**config.mk**
```make
export PLATFORM = sky130hd
export DESIGN_NAME = microcode_sequencer
export DESIGN_NICKNAME = d
export VERILOG_FILES = /design/src/rtl/cpu_pkg.sv /design/src/rtl/mc_step_counter.sv /design/src/rtl/microcode_sequencer.sv
export SDC_FILE = /design/constraint.sdc
export NUM_CORES = 1
export LEC_CHECK = 0
export BUFFER_PORTS_ARGS = -buffer_cell sky130_fd_sc_hd__buf_2
export CORE_MARGIN = 5
export CORE_UTILIZATION = 42
export CTS_CLUSTER_DIAMETER = 150
export DETAILED_ROUTE_END_ITERATION = 8
export PLACE_DENSITY = 0.84
export SYNTH_ARGS = -nofsm -noshare
export SYNTH_HDL_FRONTEND = slang
export SYNTH_SLANG_ARGS = --single-unit
```
**constraint.sdc**
```tcl
create_clock -name clock -period 3.8 [get_ports clock]
set_input_delay 0.76 -clock clock [delete_from_list [all_inputs] [get_ports clock]]
set_output_delay 0.76 -clock clock [all_outputs]
set_load 0.005 [all_outputs]
```
**src/rtl/cpu_pkg.sv**
```systemverilog
// rtl/cpu_pkg.sv - shared types and constants for the microcode sequencer
package cpu_pkg;

    typedef enum logic [1:0] {
        ST_IDLE  = 2'd0,
        ST_FETCH = 2'd1,
        ST_EXEC  = 2'd2,
        ST_HALT  = 2'd3
    } state_t;

    localparam int INSTR_W = 16;
    localparam int MC_W    = 26;

    // Microcode word control bits
    localparam int MC_END_BIT  = 22;
    localparam int MC_WAIT_BIT = 23;

    localparam logic [INSTR_W-1:0] MC_RESET_INSTR = 16'h0000;

    // mc_addr = {opcode, |instr[11:10], |instr[9:8], instr[1], step}
    localparam int MC_OP_W   = 4;
    localparam int MC_MOD_W  = 3;
    localparam int STEP_W    = 4;
    localparam int MC_ADDR_W = MC_OP_W + MC_MOD_W + STEP_W;

    function automatic logic [MC_ADDR_W-1:0] form_mc_addr(
        input logic [INSTR_W-1:0] instr,
        input logic [STEP_W-1:0]  step
    );
        return {instr[15:12], |instr[11:10], |instr[9:8], instr[1], step};
    endfunction

endpackage

```
**src/rtl/mc_step_counter.sv**
```systemverilog
// rtl/mc_step_counter.sv - 4-bit micro-step counter with hold/clear/increment
// Ports: clock, reset (sync, active-high), clear, incr -> count, terminal (count==15).
module mc_step_counter
    import cpu_pkg::*;
(
    input  logic              clock,
    input  logic              reset,
    input  logic              clear,
    input  logic              incr,
    output logic [STEP_W-1:0] count,
    output logic              terminal
);

    always_ff @(posedge clock) begin
        if (reset || clear) begin
            count <= '0;
        end else if (incr) begin
            count <= count + 1'b1;
        end
    end

    assign terminal = (count == '1);

endmodule

```
**src/rtl/microcode_sequencer.sv**
```systemverilog
// rtl/microcode_sequencer.sv - fetch/decode/execute control loop
// Ports: clock, reset, run, halt_req, mem_ack, mem_rdata, microcode in;
//        mem_req, mem_fetch, instruction, mc_addr, step, ctrl_valid, halted, fault out.
module microcode_sequencer
    import cpu_pkg::*;
#(
    parameter int                 END_BIT     = MC_END_BIT,
    parameter int                 WAIT_BIT    = MC_WAIT_BIT,
    parameter logic [INSTR_W-1:0] RESET_INSTR = MC_RESET_INSTR
) (
    input  logic                 clock,
    input  logic                 reset,
    input  logic                 run,
    input  logic                 halt_req,
    input  logic                 mem_ack,
    input  logic [INSTR_W-1:0]   mem_rdata,
    input  logic [MC_W-1:0]      microcode,
    output logic                 mem_req,
    output logic                 mem_fetch,
    output logic [INSTR_W-1:0]   instruction,
    output logic [MC_ADDR_W-1:0] mc_addr,
    output logic [STEP_W-1:0]    step,
    output logic                 ctrl_valid,
    output logic                 halted,
    output logic                 fault
);

    state_t state;

    logic in_exec;
    logic is_wait;
    logic is_end;
    logic step_done;
    logic step_clear;
    logic step_incr;
    logic step_terminal;
    logic unused_mc;

    assign in_exec = (state == ST_EXEC);
    assign is_wait = microcode[WAIT_BIT];
    assign is_end  = microcode[END_BIT];

    // A WAIT step completes in the cycle its mem_ack arrives.
    assign step_done = !is_wait || mem_ack;

    assign step_clear = ((state == ST_FETCH) && mem_ack) ||
                        (in_exec && step_done && is_end);
    // At step 15 without END the counter holds; the FSM flags the fault.
    assign step_incr  = in_exec && step_done && !is_end && !step_terminal;

    mc_step_counter u_step (
        .clock    (clock),
        .reset    (reset),
        .clear    (step_clear),
        .incr     (step_incr),
        .count    (step),
        .terminal (step_terminal)
    );

    always_ff @(posedge clock) begin
        if (reset) begin
            state       <= ST_IDLE;
            instruction <= RESET_INSTR;
            fault       <= 1'b0;
        end else begin
            case (state)
                ST_IDLE: begin
                    if (run) state <= ST_FETCH;
                end
                ST_FETCH: begin
                    if (mem_ack) begin
                        instruction <= mem_rdata;
                        state       <= ST_EXEC;
                    end
                end
                ST_EXEC: begin
                    if (step_done) begin
                        if (is_end) begin
                            if (halt_req)  state <= ST_HALT;
                            else if (run)  state <= ST_FETCH;
                            else           state <= ST_IDLE;
                        end else if (step_terminal) begin
                            fault <= 1'b1;
                            state <= ST_HALT;
                        end
                    end
                end
                ST_HALT: begin
                    if (!halt_req && run && !fault) state <= ST_FETCH;
                end
                default: state <= ST_IDLE;
            endcase
        end
    end

    // Outputs are pure decodes of the state register, except the WAIT
    // request which must follow the combinational ROM word of this step.
    assign mem_fetch  = (state == ST_FETCH);
    assign mem_req    = mem_fetch || (in_exec && is_wait);
    assign ctrl_valid = in_exec;
    assign halted     = (state == ST_HALT);
    assign mc_addr    = form_mc_addr(instruction, step);

    assign unused_mc  = ^microcode;

endmodule

```
Word level (Yosys, flattened, before mapping)
Cells that the tools add are included.
Cells by class
  add/sub/neg operators: 1
  equality and inequality tests: 9
  muxes and demuxes: 9
  bitwise logic cells: 1
  reductions and logical operators: 23
Operator list (number)
  2-bit 2-to-1 mux: 7
  1-bit logical AND: 8
  2-bit case mux with 4 select lines: 1
  1-bit logical NOT: 5
  5-bit AND reduction: 1
  4-bit by 1-bit adder with 4-bit output (second input constant): 1
  2-bit equality test (second input constant): 2
  4-bit equality test (second input constant): 1
  1-bit logical OR: 4
  2-bit by 1-bit inequality test with 1-bit output (second input constant): 2
  2-bit inequality test (second input constant): 2
  4-bit AND reduction: 1
  2-bit OR reduction: 2
  3-bit by 2-bit inequality test with 1-bit output (second input constant): 1
  2-bit by 1-bit equality test with 1-bit output (second input constant): 1
  2-bit logical NOT: 1
  2-bit AND reduction: 1
  1-bit 2-to-1 mux: 1
  1-bit NOT: 1
Word-level totals
  bits in registers: 23

Longest topological paths before layout
  word-level depth: 6
  gate-level depth with buffers: 7
  gate-level depth less buffers: 6

Hierarchy
Synthesis repeated with hierarchy kept, for this count alone.
Second synthesis, totals
  cells, all modules: 135
  area, all modules: 1093.5 µm²
Modules (own cells, without submodules)
  microcode_sequencer: times used 1, cells an instance 117, area each 899.6 µm²
  mc_step_counter: times used 1, cells an instance 18, area each 193.9 µm²

Worst setup path before layout
Ideal clock, no wire load.
  kind: input -> output
  start point: input microcode[23]
  end point: output mem_req
  arrival time: 976 ps
  data required time: 3040 ps
  path slack: 2064 ps
  stages on the path: 2
  buffers on the path: 0
  path through: a21oi_1 -> inv_1
On the way
  cells in the longest elaborated chain, start to end: 2
Ends and longest elaborated chain
  start, declared: line microcode_sequencer.sv:17  | input logic [MC_W-1:0] microcode,
  1-bit logical AND: line microcode_sequencer.sv:99  | assign mem_req = mem_fetch || (in_exec && is_wait);
  1-bit logical OR: line microcode_sequencer.sv:99
  end, declared: line microcode_sequencer.sv:18  | output logic mem_req,
Every way passes these cells.

Worst setup path in the final report
  start point: register state[0]
  end point: output mem_req
On the way
  cells in the longest elaborated chain, start to end: 3
Ends and longest elaborated chain
  start, declared: line microcode_sequencer.sv:28  | state_t state;
  start signal, assigned: line microcode_sequencer.sv:62  | state <= ST_IDLE;
  start signal, assigned: line microcode_sequencer.sv:68  | if (run) state <= ST_FETCH;
  start signal, assigned: line microcode_sequencer.sv:73  | state <= ST_EXEC;
  2-bit equality test: line microcode_sequencer.sv:39  | assign in_exec = (state == ST_EXEC);
  1-bit logical AND: line microcode_sequencer.sv:99
  1-bit logical OR *: line microcode_sequencer.sv:99
Mark *: on every way between the ends. The rest lies on a longest branch, timed or not.

==> results.py <==
metrics = {
    "clock_network": {
        "cts_tree": "built",
        "clockBufferDepth": 2,
        "htree_levels": 1,
        "clkLatencyLatePin_ns": 0.31,
        "clkTransAtPathRegs_ns": 0.13,
        "ctsResizeCount": 0,
        "cts_hold_buf": 0,
        "cts_root_buffer": "clkbuf_4",
        "cts_inserted_buffers": 3,
        "post_cts_buffers": 0,
        "cts.sinks": 23,
    },
    "power": {
        "power.density_nw_per_um2": 443,
        "vdd_ir_drop_max_mv": 0.246,
        "p_leak_nw": 0.683,
    },
    "timing": {
        "setup_violations": 0,
        "tightest_slew_ns": 0.575,
        "finClkSkew_ns": 0.00142,
        "slew_viol_final": 0,
        "fin_setup_tns_ns": 0,
        "fin_crit_sh_pct": 58.2,
        "hold_violations": 0,
        "rsz0062_at_grt": "false",
        "slew_headroom_pct": 61.6,
        "timing.fmax_ghz": 0.452,
        "fin_crit_ns": 2.21,
        "whs_ns": 0.464,
    },
    "yosys": {
        "synth_top_area_share_pct": 42.0,
        "yosysWarnings": 0,
        "synth-seq-cells": 23,
        "synthTopCellsByArea": "dfxtp_1 42%, nand2_1 12%, a21oi_1 10%",
        "synth_top_area_cell": "dfxtp_1",
        "ys_types": 30,
        "synth_edf_count": 0,
        "syn_area_per_cell_um2": 8.19,
        "synth.most_common_cell": "nand2_1",
        "ys.flop_type": "dfxtp_1",
        "synthTopCellsByCount": "35 x nand2_1, 23 x a21oi_1, 23 x dfxtp_1",
        "synth_nets": 186,
        "syn_area_um2": 1100,
        "synthCells": 134,
        "synthArstFlopShare_pct": 0,
        "ys_seq_area_share_pct": 42.0,
    },
    "floorplan": {
        "core-area_um2": 2480,
        "start_util_pct": 44.3,
        "ios": 83,
        "die_w_um": 61.1,
        "chipHeight_um": 61.1,
        "num_rows": 18,
        "design.die.area_um2": 3740,
    },
    "placed_design": {
        "gp_congestion": 0.808,
        "dpl.hpwl_um": 1890,
        "place_area_um2": 1340,
        "io_buffers": 58,
    },
    "route": {
        "detail_route.vias_per_cell": 4.75,
        "vias": 1008,
        "drt_iter0_markers": 51,
        "wirelength_um": 2500,
        "post_drt_wl_per_cell_um": 11.8,
        "dr.pass1.iters": 4,
        "drc": 0,
        "ant_nets": 0,
    },
    "setup_path": {
        "criticalPathCategory": "reg -> out",
        "worstPathArrival_ns": 1.45,
        "worstPathRequired_ns": 3.04,
        "cp-end-kind": "output port",
        "crit_path_max_fanout": 7,
        "crit_path_start_kind": "register",
    },
    "cells_and_area": {
        "drive_above_1_share_pct": 38.5,
        "fill_cells": 255,
        "nets": 235,
        "diodes": 0,
        "final_area_um2": 1360,
        "multi_input_area_um2": 533,
        "seq_area_um2": 460,
        "syn_to_final_growth_pct": 24.3,
    },
    "status": {
        "status": "complete, no violations",
    },
    "run": {
        "max_cap_viol_count": 0,
    },
    "global_routing": {
        "grt_pass1_wl_um": 4050,
        "antenna_found_initial": 0,
        "grt_max_degree": 23,
        "grt_usage_pct": 14.2,
        "first_global_vias": 949,
        "grt.overflow.total": 0,
    },
    "min_path": {
        "min_path_type": "reg -> reg",
    },
}
[cell type report]
class | instances | area share [%]
multi-input cells | 93 | 39.1
flip-flops and latches | 23 | 33.8
repair buffers | 58 | 21.3
well taps | 30 | 2.75
clock buffers | 3 | 1.65
inverters | 4 | 1.10
clock inverters | 1 | 0.367
[cell usage in the layout, fill, tap and decap left out, types with 3 or more instances in the layout]
cell type,instances
buf_2,58
nand2_1,35
a21oi_1,23
dfxtp_1,23
ha_1,5
inv_1,4
nor2_1,4
or2_2,3
clkbuf_4,3
[sequential cells by signal (all words and copies together) (netlist names)]
register and flops:
fault 1, instruction 16, u_step.count 4, state 2
[metrics by stage]
stage	setup WS, ns	util, %	total power (W)	instances
2_1_floorplan	2.06	-	0.000431	134
3_3_place_gp	1.80	53.9	0.000494	208
3_5_place_dp	1.81	53.9	0.000499	208
4_1_cts	1.59	55.1	0.000616	212
5_1_grt	1.48	55.1	0.000651	212
6_report	1.59	55.1	0.000604	212
[final timing paths]
check	from	to	slack (ns)	depth (start not counted)
max	state[0]$_SDFFE_PP0P_	mem_req	1.59	5
max reg2reg	state[0]$_SDFFE_PP0P_	state[0]$_SDFFE_PP0P_	1.97	6
min reg2reg	instruction[2]$_SDFFE_PP0P_	instruction[2]$_SDFFE_PP0P_	0.46	2
min	instruction[2]$_SDFFE_PP0P_	instruction[2]$_SDFFE_PP0P_	0.46	2
[critical path: stages (launching register included)]
cell and delay, ns:
dfxtp_1 0.40, inv_1 0.09, ha_1 0.29, a21oi_1 0.19, inv_1 0.05, buf_2 0.12
[power breakdown]
part	total, W	internal [W]	switching (W)	leakage [nW]
combinational	0.000201	0.0000931	0.000108	0.478
clock	0.000115	0.0000393	0.0000753	0.0177
sequential	0.000288	0.000270	0.0000185	0.187
[cells by family (layout without fill, tap and decap cells)]
family | count (synthesis) | count (layout) | share of synthesized area [%]
buffers and inverters | 18 | 66 | 9.46
adder cells (fa/ha/maj) | 5 | 5 | 5.70
multiplexers | 2 | 2 | 1.94
flip-flops | 23 | 23 | 42.0
XOR/XNOR | 1 | 1 | 0.798
AO/OA/AOI/OAI | 30 | 30 | 15.6
AND/OR/NAND/NOR | 55 | 55 | 24.5
[metal layers]
layer | track usage [%] | wire, um | up-vias
li1 | - | - | 533
met2 | 24.3 | 1190 | 36
met4 | 5.57 | 22 | 0
met5 | 0 | 0 | -
met3 | 2.10 | 206 | 2
met1 | 17.8 | 1090 | 437
(Power assumes the default switching activity.)
